File: src/rtl/dma_pkg.sv
// Shared types and defaults for the single-channel DMA between the buffered IO device and memory.
package dma_pkg;

    localparam int unsigned DMA_AW = 8;
    localparam int unsigned DMA_DW = 32;
    localparam int unsigned DMA_LW = 5;

    localparam logic DIR_IN  = 1'b0;
    localparam logic DIR_OUT = 1'b1;

    typedef enum logic [2:0] {
        StIdle,
        StWaitReq,
        StXferIn,
        StXferOut,
        StDrain,
        StDone
    } dma_state_e;

endpackage

File: src/rtl/dma_io_channel_if.sv
// Command, device-handshake and memory signals of the DMA channel; master is the DMA side.
interface dma_io_channel_if
    import dma_pkg::*;
#(
    parameter int unsigned AW = DMA_AW,
    parameter int unsigned DW = DMA_DW,
    parameter int unsigned LW = DMA_LW
) ();

    logic          start;
    logic          dir;
    logic [AW-1:0] base_addr;
    logic [LW-1:0] length;
    logic          abort;
    logic          busy;
    logic          done;
    logic          aborted;
    logic [LW-1:0] xfer_count;

    logic          gpio;
    logic          io_cs;
    logic          io_write;
    logic [DW-1:0] io_wdata;
    logic [DW-1:0] io_rdata;

    logic          mem_en;
    logic          mem_we;
    logic [AW-1:0] mem_addr;
    logic [DW-1:0] mem_wdata;
    logic [DW-1:0] mem_rdata;

    modport master (
        input  start, dir, base_addr, length, abort, gpio, io_rdata, mem_rdata,
        output busy, done, aborted, xfer_count, io_cs, io_write, io_wdata,
               mem_en, mem_we, mem_addr, mem_wdata
    );

    modport slave (
        output start, dir, base_addr, length, abort, gpio, io_rdata, mem_rdata,
        input  busy, done, aborted, xfer_count, io_cs, io_write, io_wdata,
               mem_en, mem_we, mem_addr, mem_wdata
    );

endinterface

File: src/rtl/dma_addr_counter.sv
// Issue, memory-index and completed-word counters for one transfer, cleared on each accepted start.
module dma_addr_counter
    import dma_pkg::*;
#(
    parameter int unsigned LW = DMA_LW
) (
    input  logic          clk,
    input  logic          rst_n,
    input  logic          i_clear,
    input  logic [LW-1:0] i_length,
    input  logic          i_inc_issue,
    input  logic          i_inc_idx,
    input  logic          i_inc_count,
    output logic [LW-1:0] o_idx,
    output logic [LW-1:0] o_count,
    output logic          o_issue_tc
);

    logic [LW-1:0] r_issued;
    logic [LW-1:0] r_idx;
    logic [LW-1:0] r_count;

    always_ff @(posedge clk or negedge rst_n) begin
        if (!rst_n) begin
            r_issued <= '0;
            r_idx    <= '0;
            r_count  <= '0;
        end else if (i_clear) begin
            r_issued <= '0;
            r_idx    <= '0;
            r_count  <= '0;
        end else begin
            if (i_inc_issue) r_issued <= r_issued + LW'(1);
            if (i_inc_idx)   r_idx    <= r_idx + LW'(1);
            if (i_inc_count) r_count  <= r_count + LW'(1);
        end
    end

    assign o_idx      = r_idx;
    assign o_count    = r_count;
    assign o_issue_tc = (r_issued == i_length);

endmodule

File: src/rtl/dma_io_channel.sv
// Single-channel DMA: device->memory on gpio request, memory->device on start; one word per cycle.
module dma_io_channel
    import dma_pkg::*;
#(
    parameter int unsigned AW = DMA_AW,
    parameter int unsigned DW = DMA_DW,
    parameter int unsigned LW = DMA_LW
) (
    input logic              clk,
    input logic              rst_n,
    dma_io_channel_if.master bus
);

    dma_state_e    r_state;
    logic [AW-1:0] r_base;
    logic [LW-1:0] r_length;
    logic          r_abort_seen;
    logic          r_in_cap;
    logic          r_out_cap;

    logic          w_in_issue;
    logic          w_out_issue;
    logic          w_abort_live;
    logic          w_issue_tc;
    logic [LW-1:0] w_idx;
    logic [LW-1:0] w_count;
    logic [AW-1:0] w_addr;

    // A new read is issued only while words remain, the device still has data and no abort.
    assign w_in_issue   = (r_state == StXferIn) && !w_issue_tc && bus.gpio && !bus.abort;
    assign w_out_issue  = (r_state == StXferOut) && !w_issue_tc && !bus.abort;
    assign w_abort_live = bus.abort &&
                          (r_state == StWaitReq || r_state == StXferIn || r_state == StXferOut);
    assign w_addr       = r_base + AW'(w_idx);

    dma_addr_counter #(
        .LW (LW)
    ) u_counter (
        .clk         (clk),
        .rst_n       (rst_n),
        .i_clear     ((r_state == StIdle) && bus.start),
        .i_length    (r_length),
        .i_inc_issue (w_in_issue || w_out_issue),
        .i_inc_idx   (w_out_issue || r_in_cap),
        .i_inc_count (r_in_cap || r_out_cap),
        .o_idx       (w_idx),
        .o_count     (w_count),
        .o_issue_tc  (w_issue_tc)
    );

    assign bus.xfer_count = w_count;

    always_ff @(posedge clk or negedge rst_n) begin
        if (!rst_n) begin
            r_state       <= StIdle;
            r_base        <= '0;
            r_length      <= '0;
            r_abort_seen  <= 1'b0;
            r_in_cap      <= 1'b0;
            r_out_cap     <= 1'b0;
            bus.busy      <= 1'b0;
            bus.done      <= 1'b0;
            bus.aborted   <= 1'b0;
            bus.io_cs     <= 1'b0;
            bus.io_write  <= 1'b0;
            bus.io_wdata  <= '0;
            bus.mem_en    <= 1'b0;
            bus.mem_we    <= 1'b0;
            bus.mem_addr  <= '0;
            bus.mem_wdata <= '0;
        end else begin
            // Read data from either side is valid the cycle after its strobe; forward it then.
            r_in_cap     <= bus.io_cs && !bus.io_write;
            r_out_cap    <= bus.mem_en && !bus.mem_we;
            bus.io_cs    <= w_in_issue || r_out_cap;
            bus.io_write <= r_out_cap;
            bus.mem_en   <= w_out_issue || r_in_cap;
            bus.mem_we   <= r_in_cap;
            if (r_out_cap) bus.io_wdata <= bus.mem_rdata;
            if (r_in_cap) bus.mem_wdata <= bus.io_rdata;
            if (w_out_issue || r_in_cap) bus.mem_addr <= w_addr;

            bus.done    <= 1'b0;
            bus.aborted <= 1'b0;
            if (w_abort_live) r_abort_seen <= 1'b1;

            unique case (r_state)
                StIdle: begin
                    if (bus.start) begin
                        r_base       <= bus.base_addr;
                        r_length     <= bus.length;
                        r_abort_seen <= 1'b0;
                        bus.busy     <= 1'b1;
                        if (bus.length == '0)       r_state <= StDone;
                        else if (bus.dir == DIR_OUT) r_state <= StXferOut;
                        else                         r_state <= StWaitReq;
                    end
                end
                StWaitReq: begin
                    if (bus.abort)     r_state <= StDone;
                    else if (bus.gpio) r_state <= StXferIn;
                end
                StXferIn: begin
                    if (!w_in_issue) r_state <= StDrain;
                end
                StXferOut: begin
                    if (!w_out_issue) r_state <= StDrain;
                end
                StDrain: begin
                    r_state <= StDone;
                end
                StDone: begin
                    bus.done    <= 1'b1;
                    bus.busy    <= 1'b0;
                    bus.aborted <= r_abort_seen;
                    r_state     <= StIdle;
                end
                default: r_state <= StIdle;
            endcase
        end
    end

endmodule

File: src/flat_wrapper.sv
// flat-port wrapper written by rule: the top's interface ports become plain ports
module dma_io_channel_flat import dma_pkg::*;
#(
    parameter int unsigned AW = DMA_AW,
    parameter int unsigned DW = DMA_DW,
    parameter int unsigned LW = DMA_LW
)
  (clk, rst_n, bus_start, bus_dir, bus_base_addr, bus_length, bus_abort, bus_gpio, bus_io_rdata, bus_mem_rdata, bus_busy, bus_done, bus_aborted, bus_xfer_count, bus_io_cs, bus_io_write, bus_io_wdata, bus_mem_en, bus_mem_we, bus_mem_addr, bus_mem_wdata);
  dma_io_channel_if #(.AW(AW), .DW(DW), .LW(LW)) bus_i ();
  input logic clk;
  input logic rst_n;
  input wire logic [$bits(bus_i.start)-1:0] bus_start;
  input wire logic [$bits(bus_i.dir)-1:0] bus_dir;
  input wire logic [$bits(bus_i.base_addr)-1:0] bus_base_addr;
  input wire logic [$bits(bus_i.length)-1:0] bus_length;
  input wire logic [$bits(bus_i.abort)-1:0] bus_abort;
  input wire logic [$bits(bus_i.gpio)-1:0] bus_gpio;
  input wire logic [$bits(bus_i.io_rdata)-1:0] bus_io_rdata;
  input wire logic [$bits(bus_i.mem_rdata)-1:0] bus_mem_rdata;
  output wire logic [$bits(bus_i.busy)-1:0] bus_busy;
  output wire logic [$bits(bus_i.done)-1:0] bus_done;
  output wire logic [$bits(bus_i.aborted)-1:0] bus_aborted;
  output wire logic [$bits(bus_i.xfer_count)-1:0] bus_xfer_count;
  output wire logic [$bits(bus_i.io_cs)-1:0] bus_io_cs;
  output wire logic [$bits(bus_i.io_write)-1:0] bus_io_write;
  output wire logic [$bits(bus_i.io_wdata)-1:0] bus_io_wdata;
  output wire logic [$bits(bus_i.mem_en)-1:0] bus_mem_en;
  output wire logic [$bits(bus_i.mem_we)-1:0] bus_mem_we;
  output wire logic [$bits(bus_i.mem_addr)-1:0] bus_mem_addr;
  output wire logic [$bits(bus_i.mem_wdata)-1:0] bus_mem_wdata;
  assign bus_i.start = bus_start;
  assign bus_i.dir = bus_dir;
  assign bus_i.base_addr = bus_base_addr;
  assign bus_i.length = bus_length;
  assign bus_i.abort = bus_abort;
  assign bus_i.gpio = bus_gpio;
  assign bus_i.io_rdata = bus_io_rdata;
  assign bus_i.mem_rdata = bus_mem_rdata;
  assign bus_busy = bus_i.busy;
  assign bus_done = bus_i.done;
  assign bus_aborted = bus_i.aborted;
  assign bus_xfer_count = bus_i.xfer_count;
  assign bus_io_cs = bus_i.io_cs;
  assign bus_io_write = bus_i.io_write;
  assign bus_io_wdata = bus_i.io_wdata;
  assign bus_mem_en = bus_i.mem_en;
  assign bus_mem_we = bus_i.mem_we;
  assign bus_mem_addr = bus_i.mem_addr;
  assign bus_mem_wdata = bus_i.mem_wdata;
  dma_io_channel #(.AW(AW), .DW(DW), .LW(LW)) u_core (.clk(clk), .rst_n(rst_n), .bus(bus_i));
endmodule
File: config.mk
export PLATFORM = sky130hd
export DESIGN_NAME = dma_io_channel_flat
export DESIGN_NICKNAME = d
export VERILOG_FILES = /design/src/rtl/dma_pkg.sv /design/src/rtl/dma_io_channel_if.sv /design/src/rtl/dma_addr_counter.sv /design/src/rtl/dma_io_channel.sv /design/src/flat_wrapper.sv
export SDC_FILE = /design/constraint.sdc
export NUM_CORES = 1
export LEC_CHECK = 0
export ABC_AREA = 1
export CAP_MARGIN = 25
export CORE_ASPECT_RATIO = 0.6
export CORE_MARGIN = 1.5
export CORE_UTILIZATION = 43
export CTS_BUF_LIST = sky130_fd_sc_hd__clkbuf_4 sky130_fd_sc_hd__clkbuf_8 sky130_fd_sc_hd__clkbuf_16
export DETAILED_ROUTE_END_ITERATION = 6
export PLACE_DENSITY = 0.76
export SLEW_MARGIN = 15
export SYNTH_ARGS = -nofsm -noshare
export SYNTH_HDL_FRONTEND = slang
export SYNTH_SLANG_ARGS = --single-unit
File: constraint.sdc
create_clock -name clk -period 1.76 [get_ports clk]
set_input_delay 0.352 -clock clk [delete_from_list [all_inputs] [get_ports clk]]
set_output_delay 0.352 -clock clk [all_outputs]
set_load 0.05 [all_outputs]
==> results.cfg <==
[global_routing]
use_met1_pct = 30.0
grt_pass1_vias = 4407
grt_pass1_wl_mm = 21.0
track_usage_pct = 22.1
gr-total-overflow = 0
grtUsageMet2_pct = 32.5
grt-busiest-layer = met2
grt_max_degree = 36
grt_use_met3_pct = 8.62
antenna_found_initial = 0

[worst_setup_path]
r2r-start = u_core.u_counter.o_idx[2]
worst_setup_path_start_kind = flop
path_class = reg -> reg
cp_max_fo = 6
worstSetupStartpoint = u_core.u_counter.o_idx[2]
cp-end-kind = flop
crit_arrival_ns = 1.95
required_ns = 2.05

[detailed_routing]
via_count = 4416
remaining_drc_errors = 0
dr.pass1.iters = 5
postRouteWirelength_mm = 12.5
drt_iter0_markers = 178
wl_per_cell_um = 13.5
drtAntennaViolNets = 0
vias_per_cell = 4.74

[die]
dieHeight_um = 86.4
die_w_um = 142
row_count = 30
design.core.area_mm2 = 0.0113
dieArea_mm2 = 0.0123
ioPinCount = 167
start_util_pct = 44.1

[clock_network]
cts_root_buffer = clkbuf_16
worstSkewPairLatency_ns = 0.40
cts_made_buffers = 17
clock_path_buffers = 2
htree_levels = 4
tritoncts = yes
postCtsSetupRepairBufs = 0
clk_pin_slew_worst_paths_ns = 0.06
cts_sinks = 113

[timing]
clock_skew_ns = 0.00941
rsz0062_at_grt = false
finalCritPeriodShare_pct = 94.1
fmax_ghz = 0.604
worst_pin_slew_ns = 0.369
period_needed_ns = 1.66
drv_slew = 0
relSlewSlack_pct = 75.4
setup_viol_count_final = 0
finalHoldViolCount = 0
worst_hold_slack_ns = 0.405

[power_and_ir_drop]
combPwrFrac_pct = 49.6
p_seq_share_pct = 28.2
p_sw_share_pct = 47.4
p_int_mw = 8.72
power_density_mw_per_mm2 = 2260
pwr-share-clk_pct = 22.2
ir_worst_vdd_mv = 1.40
p_switching_mw = 7.84
leakagePower_nw = 3.86
p_total_mw = 16.6

[yosys]
yosysWarnings = 0
synth_area_mm2 = 0.00498
syn_avg_cell_area_um2 = 8.55
synth_cells = 583
ys_ff_latch = 113
seq_area_frac_synth_pct = 56.8
synthArstFlopShare_pct = 100
synth_ff_type = dfrtp_1
synth_cell_type_count = 30
synth_edf_count = 0
synth_nets = 675

[cells_and_area]
n_antenna_cell = 0
drive_gt1_share_pct = 20.1
area_growth_pct = 46.8
layout.nets = 850
multi_input_area_mm2 = 0.00190
post-route-util_pct = 64.7
fillCellCount = 905
layout_common_cells = nand2_1 (286), dfrtp_1 (113), buf_4 (93)
final_common_cell = nand2_1
seqCellArea_mm2 = 0.00283

[placed_design]
dpl.hpwl_mm = 9.15
placement.io_buffers = 166
gp_congestion = 0.850

[worst_hold_path]
hold_class = in -> async

[job]
maxCapViolations = 0

[run_status]
outcome = finished, final reports clean
==> routing by layer <==
| layer | vias to the layer above | share of wire (%) |
|---|---|---|
| met5 | - | 0 |
| met4 | 0 | 1.4 |
| met3 | 17 | 9.7 |
| met2 | 173 | 43 |
| met1 | 2060 | 46 |
| li1 | 2166 | - |
==> final cells by class <==
cell class | instances | area share (%)
Timing Repair Buffer | 178 | 21.6
Clock inverter | 13 | 2.53
Sequential cell | 113 | 38.7
Inverter | 44 | 2.26
Multi-Input combinational cell | 404 | 26.0
Clock buffer | 19 | 6.19
Tap cell | 160 | 2.74
==> critical path, stage by stage (launching register included) <==
cell	delay, ns
dfrtp_1	0.45
ha_2	0.41
a21oi_1	0.09
or2_2	0.30
nand3_1	0.08
nand2_1	0.09
nand3_2	0.08
nand2_1	0.04
==> cells in the mapped netlist, types with 2 or more instances <==
library cell	instances	area share [%]
inv_2	5	0.38
nor2_4	3	0.68
nand3_1	31	3.1
buf_2	3	0.30
o21ai_0	11	1.1
xor2_1	6	1.1
nand3_2	3	0.60
nand4_1	10	1.3
o21ai_1	5	0.50
xnor2_1	5	0.88
inv_1	39	2.9
nor3_1	3	0.30
nand2_2	5	0.63
nand2_1	286	22
buf_6	4	0.90
dfrtp_1	113	57
ha_1	8	2.0
clkbuf_1	15	1.1
nor2_1	10	0.75
nand2_4	2	0.45
a31oi_1	3	0.38
a21oi_1	5	0.50
==> logic make-up (layout without fill, tap and decap cells) <==
group / after synthesis / after routing / share of synthesized area, %
buffers and inverters: 66 / 254 / 5.65
AO/OA/AOI/OAI: 25 / 25 / 2.81
adder cells (fa/ha/maj): 9 / 9 / 2.41
XOR/XNOR: 11 / 11 / 1.93
flip-flops: 113 / 113 / 56.8
AND/OR/NAND/NOR: 359 / 359 / 30.4
==> timing repair <==
action / in CTS / in global routing
resized for setup: 0 / 5
hold buffers: 1 / 0
setup endpoints to repair: 0 / 3
endpoints found under the hold margin: 20 / 0
==> metrics by stage <==
step | std cells | cell area [µm²] | setup slack (ns) | TNS [ns]
after floorplan | 583 | 4980 | 0.216 | 0
after global placement | 898 | 6640 | 0.0233 | 0
after detailed placement | 898 | 6640 | -0.0473 | -0.238
after CTS | 931 | 7280 | 0.0732 | 0
after global routing | 931 | 7310 | 0.00472 | 0
final | 931 | 7310 | 0.104 | 0
==> state kept, by name (all words and copies together), names as in the netlist, 5 cells and up <==
| name | cells |
|---|---|
| u_core.u_counter.o_idx | 5 |
| u_core.r_length | 5 |
| u_core.u_counter.o_count | 5 |
| u_core.u_counter.r_issued | 5 |
| u_core.bus.mem_wdata | 32 |
| u_core.bus.mem_addr | 8 |
| u_core.r_base | 8 |
| u_core.bus.io_wdata | 32 |
==> power by group through the flow <==
stage | sequential, mW | combinational [mW] | clock [mW]
2_1_floorplan | 7.64 | 2.65 | 0
3_3_place_gp | 4.63 | 8.05 | 0
3_5_place_dp | 4.65 | 8.23 | 0
4_1_cts | 4.65 | 8.24 | 3.73
5_1_grt | 4.81 | 8.88 | 3.89
6_report | 4.67 | 8.22 | 3.68
==> final timing paths <==
path | depth (start not counted) | slack (ns) | to
max in group asynchronous | 3 | 0.77 | u_core.bus.mem_wdata[16]
worst max register to register | 7 | 0.10 | u_core.bus.mem_addr[5]
worst min-delay path | 2 | 0.41 | u_core.r_base[7]
worst max-delay path | 7 | 0.10 | u_core.bus.mem_addr[5]
min in group clk | 1 | 0.43 | u_core.r_out_cap
worst min register to register | 1 | 0.43 | u_core.r_out_cap
No activity file was read; power rests on OpenSTA's default activity.
